--- config.mk ---
export PLATFORM = sky130hd
export DESIGN_NAME = spi_arbiter
export DESIGN_NICKNAME = d
export VERILOG_FILES = /design/src/rtl/spi_arbiter_pkg.sv /design/src/rtl/rr_select.sv /design/src/rtl/spi_arbiter.sv
export SDC_FILE = /design/constraint.sdc
export NUM_CORES = 1
export LEC_CHECK = 0
export BUFFER_PORTS_ARGS = -buffer_cell sky130_fd_sc_hd__buf_2
export CAP_MARGIN = 20
export CORE_UTILIZATION = 40
export DETAILED_ROUTE_END_ITERATION = 7
export PLACE_DENSITY_LB_ADDON = 0.3
export SLEW_MARGIN = 5
export SYNTH_ARGS = -nofsm -noshare
export SYNTH_HDL_FRONTEND = slang
export SYNTH_SLANG_ARGS = --single-unit
--- constraint.sdc ---
create_clock -name clk -period 5.6 [get_ports clk]
set_input_delay 0 -clock clk [delete_from_list [all_inputs] [get_ports clk]]
set_output_delay 0 -clock clk [all_outputs]
set_load 0.005 [all_outputs]
--- src/rtl/spi_arbiter_pkg.sv ---
// -----------------------------------------------------------------------------
// spi_arbiter_pkg
// Shared definitions for the SPI arbiter: controller state encoding, the
// layout of the per-requester configuration field and small width helpers.
//
// Configuration field (5 bits per requester):
//   [4:3] transaction length code (0 = 8, 1 = 16, 2 = 24, 3 = 32 bits)
//   [2]   CPOL
//   [1]   CPHA
//   [0]   default (idle) MOSI value
// -----------------------------------------------------------------------------
package spi_arbiter_pkg;

    typedef enum logic [2:0] {
        ST_IDLE      = 3'd0,
        ST_LAUNCH    = 3'd1,
        ST_WAIT_BUSY = 3'd2,
        ST_WAIT_DONE = 3'd3,
        ST_GAP       = 3'd4
    } arb_state_t;

    localparam int SPI_DATA_W      = 32;
    localparam int CFG_W           = 5;
    localparam int CFG_DEFAULT_BIT = 0;
    localparam int CFG_CPHA_BIT    = 1;
    localparam int CFG_CPOL_BIT    = 2;
    localparam int CFG_LEN_LSB     = 3;
    localparam int CFG_LEN_W       = 2;

    // Index width that never collapses to zero bits.
    function automatic int idx_width(input int n);
        return (n > 1) ? $clog2(n) : 1;
    endfunction

endpackage

--- src/rtl/rr_select.sv ---
// -----------------------------------------------------------------------------
// rr_select
// Combinational round-robin picker. The search starts at the requester after
// the previous winner and wraps around, so the previous winner has the lowest
// priority for the next pick.
//
// Ports:
//   i_req        - request vector, one bit per requester
//   i_last_grant - index of the previously granted requester
//   o_winner     - one-hot winner (all zero when no request)
//   o_index      - binary index of the winner
//   o_any        - at least one request is pending
// -----------------------------------------------------------------------------
module rr_select #(
    parameter int N  = 4,
    parameter int IW = 2
) (
    input  logic [N-1:0]  i_req,
    input  logic [IW-1:0] i_last_grant,
    output logic [N-1:0]  o_winner,
    output logic [IW-1:0] o_index,
    output logic          o_any
);

    // One extra bit so last_grant + offset never overflows before the wrap.
    logic [IW:0] w_cand;

    always_comb begin
        o_winner = '0;
        o_index  = '0;
        o_any    = 1'b0;
        w_cand   = '0;
        for (int k = 1; k <= N; k++) begin
            w_cand = {1'b0, i_last_grant} + (IW+1)'(k);
            if (w_cand >= (IW+1)'(N)) begin
                w_cand = w_cand - (IW+1)'(N);
            end
            if (!o_any && i_req[w_cand[IW-1:0]]) begin
                o_any                     = 1'b1;
                o_index                   = w_cand[IW-1:0];
                o_winner[w_cand[IW-1:0]]  = 1'b1;
            end
        end
    end

endmodule

--- src/rtl/spi_arbiter.sv ---
// -----------------------------------------------------------------------------
// spi_arbiter
// Shares one spi_master between REQ_COUNT requesters. Requests are sampled
// only while idle; the winner's tx word, chip address and configuration are
// registered onto the spi_* outputs and held until the next grant. Each
// transaction ends with a done pulse (or a timeout pulse if the master never
// reports busy) followed by GAP_CYCLES idle cycles.
//
// Ports:
//   clk, rst        - clock, synchronous active-high reset
//   req             - per-requester request
//   req_tx_data     - 32-bit tx word per requester (slice i = requester i)
//   req_addr        - chip address per requester
//   req_cfg         - {len[1:0], CPOL, CPHA, default} per requester
//   grant           - one-hot pulse when a request is latched
//   done            - one-hot pulse when a transaction completes
//   rx_data         - received word of the last completed transaction
//   busy            - high whenever the arbiter is not idle
//   timeout_err     - pulse when the master did not go busy in time
//   spi_*           - command interface of the shared spi_master
//   spi_busy        - master busy flag
//   spi_rx_data     - master received word
// -----------------------------------------------------------------------------
module spi_arbiter
    import spi_arbiter_pkg::*;
#(
    parameter int REQ_COUNT   = 4,
    parameter int SLAVE_COUNT = 8,
    parameter int GAP_CYCLES  = 2,
    parameter int TIMEOUT     = 8,
    localparam int ADDR_W     = idx_width(SLAVE_COUNT)
) (
    input  logic                       clk,
    input  logic                       rst,
    input  logic [REQ_COUNT-1:0]       req,
    input  logic [32*REQ_COUNT-1:0]    req_tx_data,
    input  logic [ADDR_W*REQ_COUNT-1:0] req_addr,
    input  logic [5*REQ_COUNT-1:0]     req_cfg,
    output logic [REQ_COUNT-1:0]       grant,
    output logic [REQ_COUNT-1:0]       done,
    output logic [31:0]                rx_data,
    output logic                       busy,
    output logic                       timeout_err,
    output logic                       spi_start,
    output logic [31:0]                spi_tx_data,
    output logic [ADDR_W-1:0]          spi_addr,
    output logic [1:0]                 spi_length,
    output logic                       spi_cpol,
    output logic                       spi_cpha,
    output logic                       spi_default,
    input  logic                       spi_busy,
    input  logic [31:0]                spi_rx_data
);

    localparam int IDX_W = idx_width(REQ_COUNT);
    localparam int TMO_W = $clog2(TIMEOUT + 1);
    localparam int GAP_W = $clog2(GAP_CYCLES + 1);

    // Per-requester views of the packed input buses.
    logic [SPI_DATA_W-1:0] w_tx_arr   [REQ_COUNT];
    logic [ADDR_W-1:0]     w_addr_arr [REQ_COUNT];
    logic [CFG_W-1:0]      w_cfg_arr  [REQ_COUNT];

    always_comb begin
        for (int i = 0; i < REQ_COUNT; i++) begin
            w_tx_arr[i]   = req_tx_data[i*SPI_DATA_W +: SPI_DATA_W];
            w_addr_arr[i] = req_addr[i*ADDR_W +: ADDR_W];
            w_cfg_arr[i]  = req_cfg[i*CFG_W +: CFG_W];
        end
    end

    logic [REQ_COUNT-1:0] w_win_oh;
    logic [IDX_W-1:0]     w_win_idx;
    logic                 w_any;

    arb_state_t            r_state;
    logic [IDX_W-1:0]      r_last_grant;
    logic [REQ_COUNT-1:0]  r_winner_oh;
    logic [REQ_COUNT-1:0]  r_grant;
    logic [REQ_COUNT-1:0]  r_done;
    logic [SPI_DATA_W-1:0] r_rx_data;
    logic                  r_busy;
    logic                  r_timeout_err;
    logic                  r_start;
    logic [SPI_DATA_W-1:0] r_tx_data;
    logic [ADDR_W-1:0]     r_addr;
    logic [CFG_W-1:0]      r_cfg;
    logic [TMO_W-1:0]      r_tmo_cnt;
    logic [GAP_W-1:0]      r_gap_cnt;

    rr_select #(
        .N  (REQ_COUNT),
        .IW (IDX_W)
    ) u_rr_select (
        .i_req        (req),
        .i_last_grant (r_last_grant),
        .o_winner     (w_win_oh),
        .o_index      (w_win_idx),
        .o_any        (w_any)
    );

    always_ff @(posedge clk) begin
        if (rst) begin
            r_state       <= ST_IDLE;
            r_last_grant  <= IDX_W'(REQ_COUNT - 1);
            r_winner_oh   <= '0;
            r_grant       <= '0;
            r_done        <= '0;
            r_rx_data     <= '0;
            r_busy        <= 1'b0;
            r_timeout_err <= 1'b0;
            r_start       <= 1'b0;
            r_tx_data     <= '0;
            r_addr        <= '0;
            r_cfg         <= '0;
            r_tmo_cnt     <= '0;
            r_gap_cnt     <= '0;
        end else begin
            // Pulse outputs default low; states below raise them for one cycle.
            r_grant       <= '0;
            r_done        <= '0;
            r_timeout_err <= 1'b0;
            r_start       <= 1'b0;

            case (r_state)
                ST_IDLE: begin
                    if (w_any) begin
                        r_tx_data    <= w_tx_arr[w_win_idx];
                        r_addr       <= w_addr_arr[w_win_idx];
                        r_cfg        <= w_cfg_arr[w_win_idx];
                        r_winner_oh  <= w_win_oh;
                        r_last_grant <= w_win_idx;
                        r_grant      <= w_win_oh;
                        // spi_start is visible exactly while in LAUNCH.
                        r_start      <= 1'b1;
                        r_busy       <= 1'b1;
                        r_state      <= ST_LAUNCH;
                    end
                end

                ST_LAUNCH: begin
                    r_tmo_cnt <= '0;
                    r_state   <= ST_WAIT_BUSY;
                end

                ST_WAIT_BUSY: begin
                    // The counter holds the number of WAIT_BUSY cycles already
                    // spent without busy; TIMEOUT such cycles end the attempt.
                    if (spi_busy) begin
                        r_state <= ST_WAIT_DONE;
                    end else if (r_tmo_cnt == TMO_W'(TIMEOUT - 1)) begin
                        r_timeout_err <= 1'b1;
                        r_gap_cnt     <= '0;
                        r_state       <= ST_GAP;
                    end else begin
                        r_tmo_cnt <= r_tmo_cnt + 1'b1;
                    end
                end

                ST_WAIT_DONE: begin
                    if (!spi_busy) begin
                        r_rx_data <= spi_rx_data;
                        r_done    <= r_winner_oh;
                        r_gap_cnt <= '0;
                        r_state   <= ST_GAP;
                    end
                end

                ST_GAP: begin
                    if (r_gap_cnt == GAP_W'(GAP_CYCLES - 1)) begin
                        r_busy  <= 1'b0;
                        r_state <= ST_IDLE;
                    end else begin
                        r_gap_cnt <= r_gap_cnt + 1'b1;
                    end
                end

                default: begin
                    r_busy  <= 1'b0;
                    r_state <= ST_IDLE;
                end
            endcase
        end
    end

    assign grant       = r_grant;
    assign done        = r_done;
    assign rx_data     = r_rx_data;
    assign busy        = r_busy;
    assign timeout_err = r_timeout_err;
    assign spi_start   = r_start;
    assign spi_tx_data = r_tx_data;
    assign spi_addr    = r_addr;
    assign spi_length  = r_cfg[CFG_LEN_LSB +: CFG_LEN_W];
    assign spi_cpol    = r_cfg[CFG_CPOL_BIT];
    assign spi_cpha    = r_cfg[CFG_CPHA_BIT];
    assign spi_default = r_cfg[CFG_DEFAULT_BIT];

endmodule

Word-level counts from Yosys, hierarchy flattened
Cells that the tools add are included.
{"block": "classes", "addsub": 10, "n_lt_le_gt_ge": 13, "n_eq_ne": 14, "mux": 60, "bitwise": 10, "n_reduce_logical": 24}
{"operator": "32-bit binary-select mux with 2-bit select", "n": 1}
{"operator": "32-bit 2-to-1 mux", "n": 2}
{"operator": "2-bit 2-to-1 mux", "n": 12}
{"operator": "4-bit 2-to-1 mux", "n": 6}
{"operator": "3-bit 2-to-1 mux", "n": 7}
{"operator": "1-bit 2-to-1 mux", "n": 16}
{"operator": "3-bit >= comparator, second input constant", "n": 5}
{"operator": "3-bit one-hot mux with 5 select lines", "n": 1}
{"operator": "2-bit by 3-bit less-than comparator with 1-bit output, second input constant", "n": 4}
{"operator": "2-bit inequality test, second input constant", "n": 6}
{"operator": "4-bit bitwise OR", "n": 3}
{"operator": "3-bit OR reduction", "n": 4}
{"operator": "5-bit binary-select mux with 2-bit select", "n": 1}
{"operator": "5-bit 2-to-1 mux", "n": 2}
{"operator": "1-bit binary-select mux with 2-bit select", "n": 4}
{"operator": "1-bit demux with 2-bit select", "n": 4}
{"operator": "2-bit by 1-bit >= comparator with 1-bit output, second input constant", "n": 4}
{"operator": "4-bit one-hot mux with 2 select lines", "n": 1}
{"operator": "2-bit by 1-bit subtractor with 2-bit output, second input constant", "n": 4}
{"operator": "1-bit logical AND", "n": 7}
{"operator": "2-bit by 2-bit adder with 3-bit output, second input constant", "n": 2}
{"operator": "3-bit binary-select mux with 2-bit select", "n": 1}
{"operator": "3-bit by 2-bit == test with 1-bit output, second input constant", "n": 2}
{"operator": "1-bit NOT", "n": 6}
{"operator": "22 further kinds", "n": 26}
{"block": "word_totals", "register_bits": 98, "word_cells": 145}

Depth between registers and ports, before layout
{"block": "depth", "ltp_word": 19, "depth_mapped": 13, "depth_no_buf": 8}

By module
A second synthesis with hierarchy kept.
{"block": "hier_totals", "cells_unflattened": 453, "area_unflattened_um2": 4807.1}
{"module": "spi_arbiter", "n_inst": 1, "cells_per_inst": 385, "area_each_um2": 4281.6, "seq_area_each_um2": 1961.9}
{"module": "rr_select", "n_inst": 1, "cells_per_inst": 68, "area_each_um2": 525.5, "seq_area_each_um2": 0.0}

Worst setup path before layout
No wires, ideal clock.
{"block": "synth_path", "path_kind": "register to register", "start": "register r_last_grant[1]", "end": "register r_tx_data[26] (netlist: spi_tx_data[26])", "setup_time_ps": 130, "arrival_ps": 3235, "setup_slack_ps": 2235, "stages_incl_launch_ff": 13, "n_path_buf": 4, "cell_sequence": "dfxtp_1 clkbuf_1 inv_1 ha_1 clkbuf_1 mux4_2 nand2b_1 nand2_1 clkbuf_1 clkbuf_1 a31oi_1 o221ai_1 o211ai_2"}
{"block": "synth_via", "elab_chain_cells": 19, "word_cells_on_any_way": 43}
{"element": "start: declaration", "line": "spi_arbiter.sv:77", "text": "logic [IDX_W-1:0] r_last_grant;"}
{"element": "start signal: assignment", "line": "spi_arbiter.sv:105", "text": "r_last_grant <= IDX_W'(REQ_COUNT - 1);"}
{"element": "start signal: assignment", "line": "spi_arbiter.sv:132", "text": "r_last_grant <= w_win_idx;"}
{"element": "2-bit by 1-bit adder with 3-bit output", "line": "rr_select.sv:34", "text": "w_cand = {1'b0, i_last_grant} + (IW+1)'(k);"}
{"element": "3-bit >= comparator or 2-bit by 1-bit subtractor with 2-bit output (tied branches)", "line": "rr_select.sv:35, rr_select.sv:36"}
{"element": "2-bit 2-to-1 mux", "line": "rr_select.sv:35", "text": "if (w_cand >= (IW+1)'(N)) begin"}
{"element": "1-bit binary-select mux with 2-bit select", "line": "rr_select.sv:38", "text": "if (!o_any && i_req[w_cand[IW-1:0]]) begin"}
{"element": "1-bit 2-to-1 mux (implied by the code)", "line": "rr_select.sv:38"}
{"element": "1-bit 2-to-1 mux", "line": "rr_select.sv:38"}
{"element": "1-bit zero test", "line": "rr_select.sv:38"}
{"element": "1-bit logical AND", "line": "rr_select.sv:38"}
{"element": "[... 2 more ...]"}
{"element": "1-bit logical AND", "line": "rr_select.sv:38"}
{"element": "1-bit 2-to-1 mux", "line": "rr_select.sv:38"}
{"element": "1-bit zero test", "line": "rr_select.sv:38"}
{"element": "1-bit logical AND", "line": "rr_select.sv:38"}
{"element": "2-bit 2-to-1 mux", "line": "rr_select.sv:38"}
{"element": "2-bit NOT with 3-bit output (implied by the code)", "line": "spi_arbiter.sv:128", "text": "r_tx_data <= w_tx_arr[w_win_idx];"}
{"element": "32-bit binary-select mux with 2-bit select", "line": "spi_arbiter.sv:128"}
{"element": "32-bit 2-to-1 mux (implied by the code) (2 in a row)", "line": "spi_arbiter.sv:128"}
{"element": "end signal: assignment", "line": "spi_arbiter.sv:128"}
{"element": "end: declaration", "line": "spi_arbiter.sv:85", "text": "logic [SPI_DATA_W-1:0] r_tx_data;"}
Several ways; a longest one is shown, not always the timed one. The select of a mux whose other input is x is not followed.
A chain may end at the register's enable or synchronous reset.

Worst setup path after layout
{"block": "layout_path", "start": "register r_last_grant[0]", "end": "register r_tx_data[31] (netlist: spi_tx_data[31])"}
Same word-level chain as after synthesis.

==> flow_summary.json <==
{
  "drcViolationCount": 0,
  "startpoint_type": "register",
  "cellInternalPower_uw": 2608,
  "rsz0062_at_grt": "no",
  "hp-class": "in -> reg",
  "wl_mm": 30.19,
  "r2r_setup_slack_ps": 440,
  "p_clk_share_pct": 11.8,
  "finalSetupViolCount": 0,
  "grt_max_degree": 109,
  "nNetsFinal": 1493,
  "power_switching_uw": 2999,
  "async_flop_share_pct": 0,
  "cts_tree": "built",
  "min_period_over_period_pct": 92.06,
  "fmax_mhz": 194.0,
  "fin_crit_ps": 5156,
  "clk_pin_slew_ps": 80,
  "antenna_found_initial": 10,
  "synth_nets": 1279,
  "finClkSkew_ps": 8.632,
  "worstMarginPinSlew_ps": 1151,
  "end_kind": "register",
  "syn2layout_area_growth_pct": 26.42,
  "netlist_area_mm2": 0.007955,
  "required_ps": 5850,
  "status": "completed",
  "slew_headroom_pct": 23.29,
  "ios": 282,
  "pwr_density_cell_mw_per_mm2": 557.5,
  "peakVddDrop_v": 0.0004086,
  "die_y_um": 143.0,
  "die-area_mm2": 0.02046,
  "initial_utilization_pct": 40.87,
  "critPathArrivalTime_ps": 5410,
  "netlist_instances": 1070,
  "avgViaCountPerCell": 6.126,
  "placed_area_mm2": 0.009299,
  "ys_seq_elements": 98,
  "clock_latency_ps": 370,
  "grt_pass1_vias": 8523,
  "yosys.area.top_type": "dfxtp_1",
  "pwr-share-seq_pct": 18.3,
  "leakagePower_uw": 0.004336,
  "worst-path-max-fanout": 70,
  "clk_path_buf_depth": 2,
  "postLayoutCellArea_mm2": 0.01006,
  "gp_congestion": 0.8301,
  "synth-edff-count": 0,
  "cts-root-buf": "clkbuf_16",
  "grt_pass1_wl_mm": 45.52,
  "synth_area_leaders": "dfxtp_1 (25%), mux2i_1 (6.0%), o211ai_2 (6.0%)",
  "synth_ff_type": "dfxtp_1",
  "comb_power_share_pct": 69.9,
  "hold_violations": 0,
  "synth_top_area_share_pct": 24.66,
  "dp_hpwl_mm": 19.33,
  "synth_cell_types": 48,
  "switching_share_pct": 53.49,
  "rows": 51,
  "slew_viol_final": 0,
  "r2r_start": "r_last_grant[0]",
  "die_w_um": 143.0,
  "grt_usage_pct": 28.29,
  "setup_tns_ps": 0,
  "postRouteAntennaNets": 0,
  "ys_warn_count": 0,
  "hold_depth": 4,
  "rr_worst_depth": 11,
  "cap_violations": 0,
  "vias": 9600,
  "r2r-end": "spi_tx_data[31]",
  "hold_end": "spi_tx_data[20]",
  "core_mm2": 0.01946,
  "seq_area_frac_synth_pct": 24.66,
  "wl_per_cell_um": 19.26,
  "hold_start": "req_tx_data[84]",
  "numCtsBuffers": 9,
  "avgSynthCellArea_um2": 7.435,
  "initialDrtViolationCount": 951,
  "firstDrtPassIters": 5,
  "cts.sinks": 98,
  "cts-htree-levels": 3,
  "drive_gt1_share_pct": 28.63,
  "overflow": 0,
  "path_class": "reg -> reg",
  "io_buffers": 281
}
-- layer usage --
layer | up-vias | routed length [um] | track usage, %
met2 | 495 | 14180 | 46.32
met3 | 65 | 2824 | 6.070
met4 | 2 | 1026 | 11.60
met1 | 4538 | 12150 | 35.87
met5 | - | 9 | 0
li1 | 4500 | - | -
-- how the worst max path moves through the flow --
stage	cells after the start	startpoint	endpoint	slack, ps
3_3_place_gp	8	r_last_grant[0]	spi_tx_data[25]	1460
4_1_cts	10	r_last_grant[0]	spi_addr[2]	420
3_5_place_dp	8	r_last_grant[0]	spi_tx_data[6]	1350
5_1_grt	11	r_last_grant[0]	spi_tx_data[31]	160
6_report	11	r_last_grant[0]	spi_tx_data[31]	440
2_1_floorplan	12	r_last_grant[1]	spi_tx_data[26]	2240
-- through the flow --
step                      total power, uW  cells  hold slack (ps)  setup WS, ps  utilization (%)
after detailed placement             4790   1498            214.0          1349            47.78
after global placement               4717   1498            212.2          1461            47.78
after CTS                            5514   1553            65.16         418.6            51.35
final                                5607   1567            78.90         444.4            51.67
after floorplan                      3950   1070            77.17          2235                -
after global routing                 6017   1564            88.04         156.8            51.64
-- layout make-up --
cell class | count | area, um^2
repair buffers | 335 | 1933
inverters | 44 | 165.2
diodes | 13 | 32.53
clock buffers | 9 | 225.2
multi-input cells | 796 | 5325
clock inverters | 7 | 78.83
flip-flops and latches | 98 | 1966
fillers | 1895 | 9405
well taps | 265 | 331.6
-- cell usage after synthesis, types with 13 or more instances --
master,count
o211ai_1,38
o21ai_0,39
a31oi_1,40
o211ai_2,38
nor2_1,53
a21oi_1,82
a32oi_1,38
inv_1,43
clkbuf_1,109
o2111ai_1,38
buf_1,13
nand3b_1,41
dfxtp_1,98
nor3_1,39
nand2_1,116
mux2i_1,48
o221ai_1,38
nand3_1,80
-- power groups by stage --
stage	sequential [uW]	combinational [uW]	clock [uW]
floorplan	954	3000	0
global placement	1030	3680	0
detailed placement	1040	3750	0
CTS	1020	3810	676
global route	1050	4270	701
finish	1030	3920	663
-- logic make-up after synthesis --
group / after synthesis / synth area share [%]
AO/OA/AOI/OAI: 376 / 35.72
AND/OR/NAND/NOR: 353 / 21.30
buffers and inverters: 176 / 8.933
flip-flops: 98 / 24.66
multiplexers: 55 / 7.597
adder cells (fa/ha/maj): 10 / 1.573
XOR/XNOR: 2 / 0.2202
-- worst max-delay path: stages, from the launching register on --
cell and delay, ps:
dfxtp_4 840, inv_1 300, ha_1 500, mux4_2 510
nand2b_2 160, buf_4 440, nand2_1 140, a31oi_1 600
mux2i_1 260, dlygate4sd3_1 590, o221ai_2 100, dlygate4sd3_1 590
-- cell usage in the layout (no fill, tap or decap), types with 10 or more instances in the layout --
master | synthesis | final
nand3_1 | 80 | 80
a31oi_1 | 40 | 40
a21oi_1 | 82 | 82
o211ai_1 | 38 | 38
inv_1 | 43 | 43
ha_1 | 10 | 10
o221ai_1 | 38 | 38
diode_2 | 0 | 13
o21ai_0 | 39 | 39
nand3b_1 | 41 | 41
o211ai_2 | 38 | 38
mux2i_1 | 48 | 48
nor3_1 | 39 | 39
nor2_1 | 53 | 52
buf_4 | 0 | 13
o2111ai_1 | 38 | 38
nand2_1 | 116 | 116
buf_2 | 3 | 281
a32oi_1 | 38 | 38
dlygate4sd3_1 | 0 | 39
dfxtp_1 | 98 | 97
-- flip-flops by register name (all words and copies together), names as in the netlist --
register,flops
busy,1
r_gap_cnt,2
r_cfg,5
spi_addr,3
r_last_grant,2
spi_tx_data,32
rx_data,32
r_tmo_cnt,4
r_state,3
grant,4
timeout_err,1
done,4
spi_start,1
r_winner_oh,4
-- timing repair --
action / CTS / global route
resized for setup: 0 / 1
setup buffers: 0 / 0
endpoints found under the hold margin: 36 / 0
setup endpoints to repair: 0 / 1
hold buffers: 39 / 0
Power figures use the tool's default switching activity.
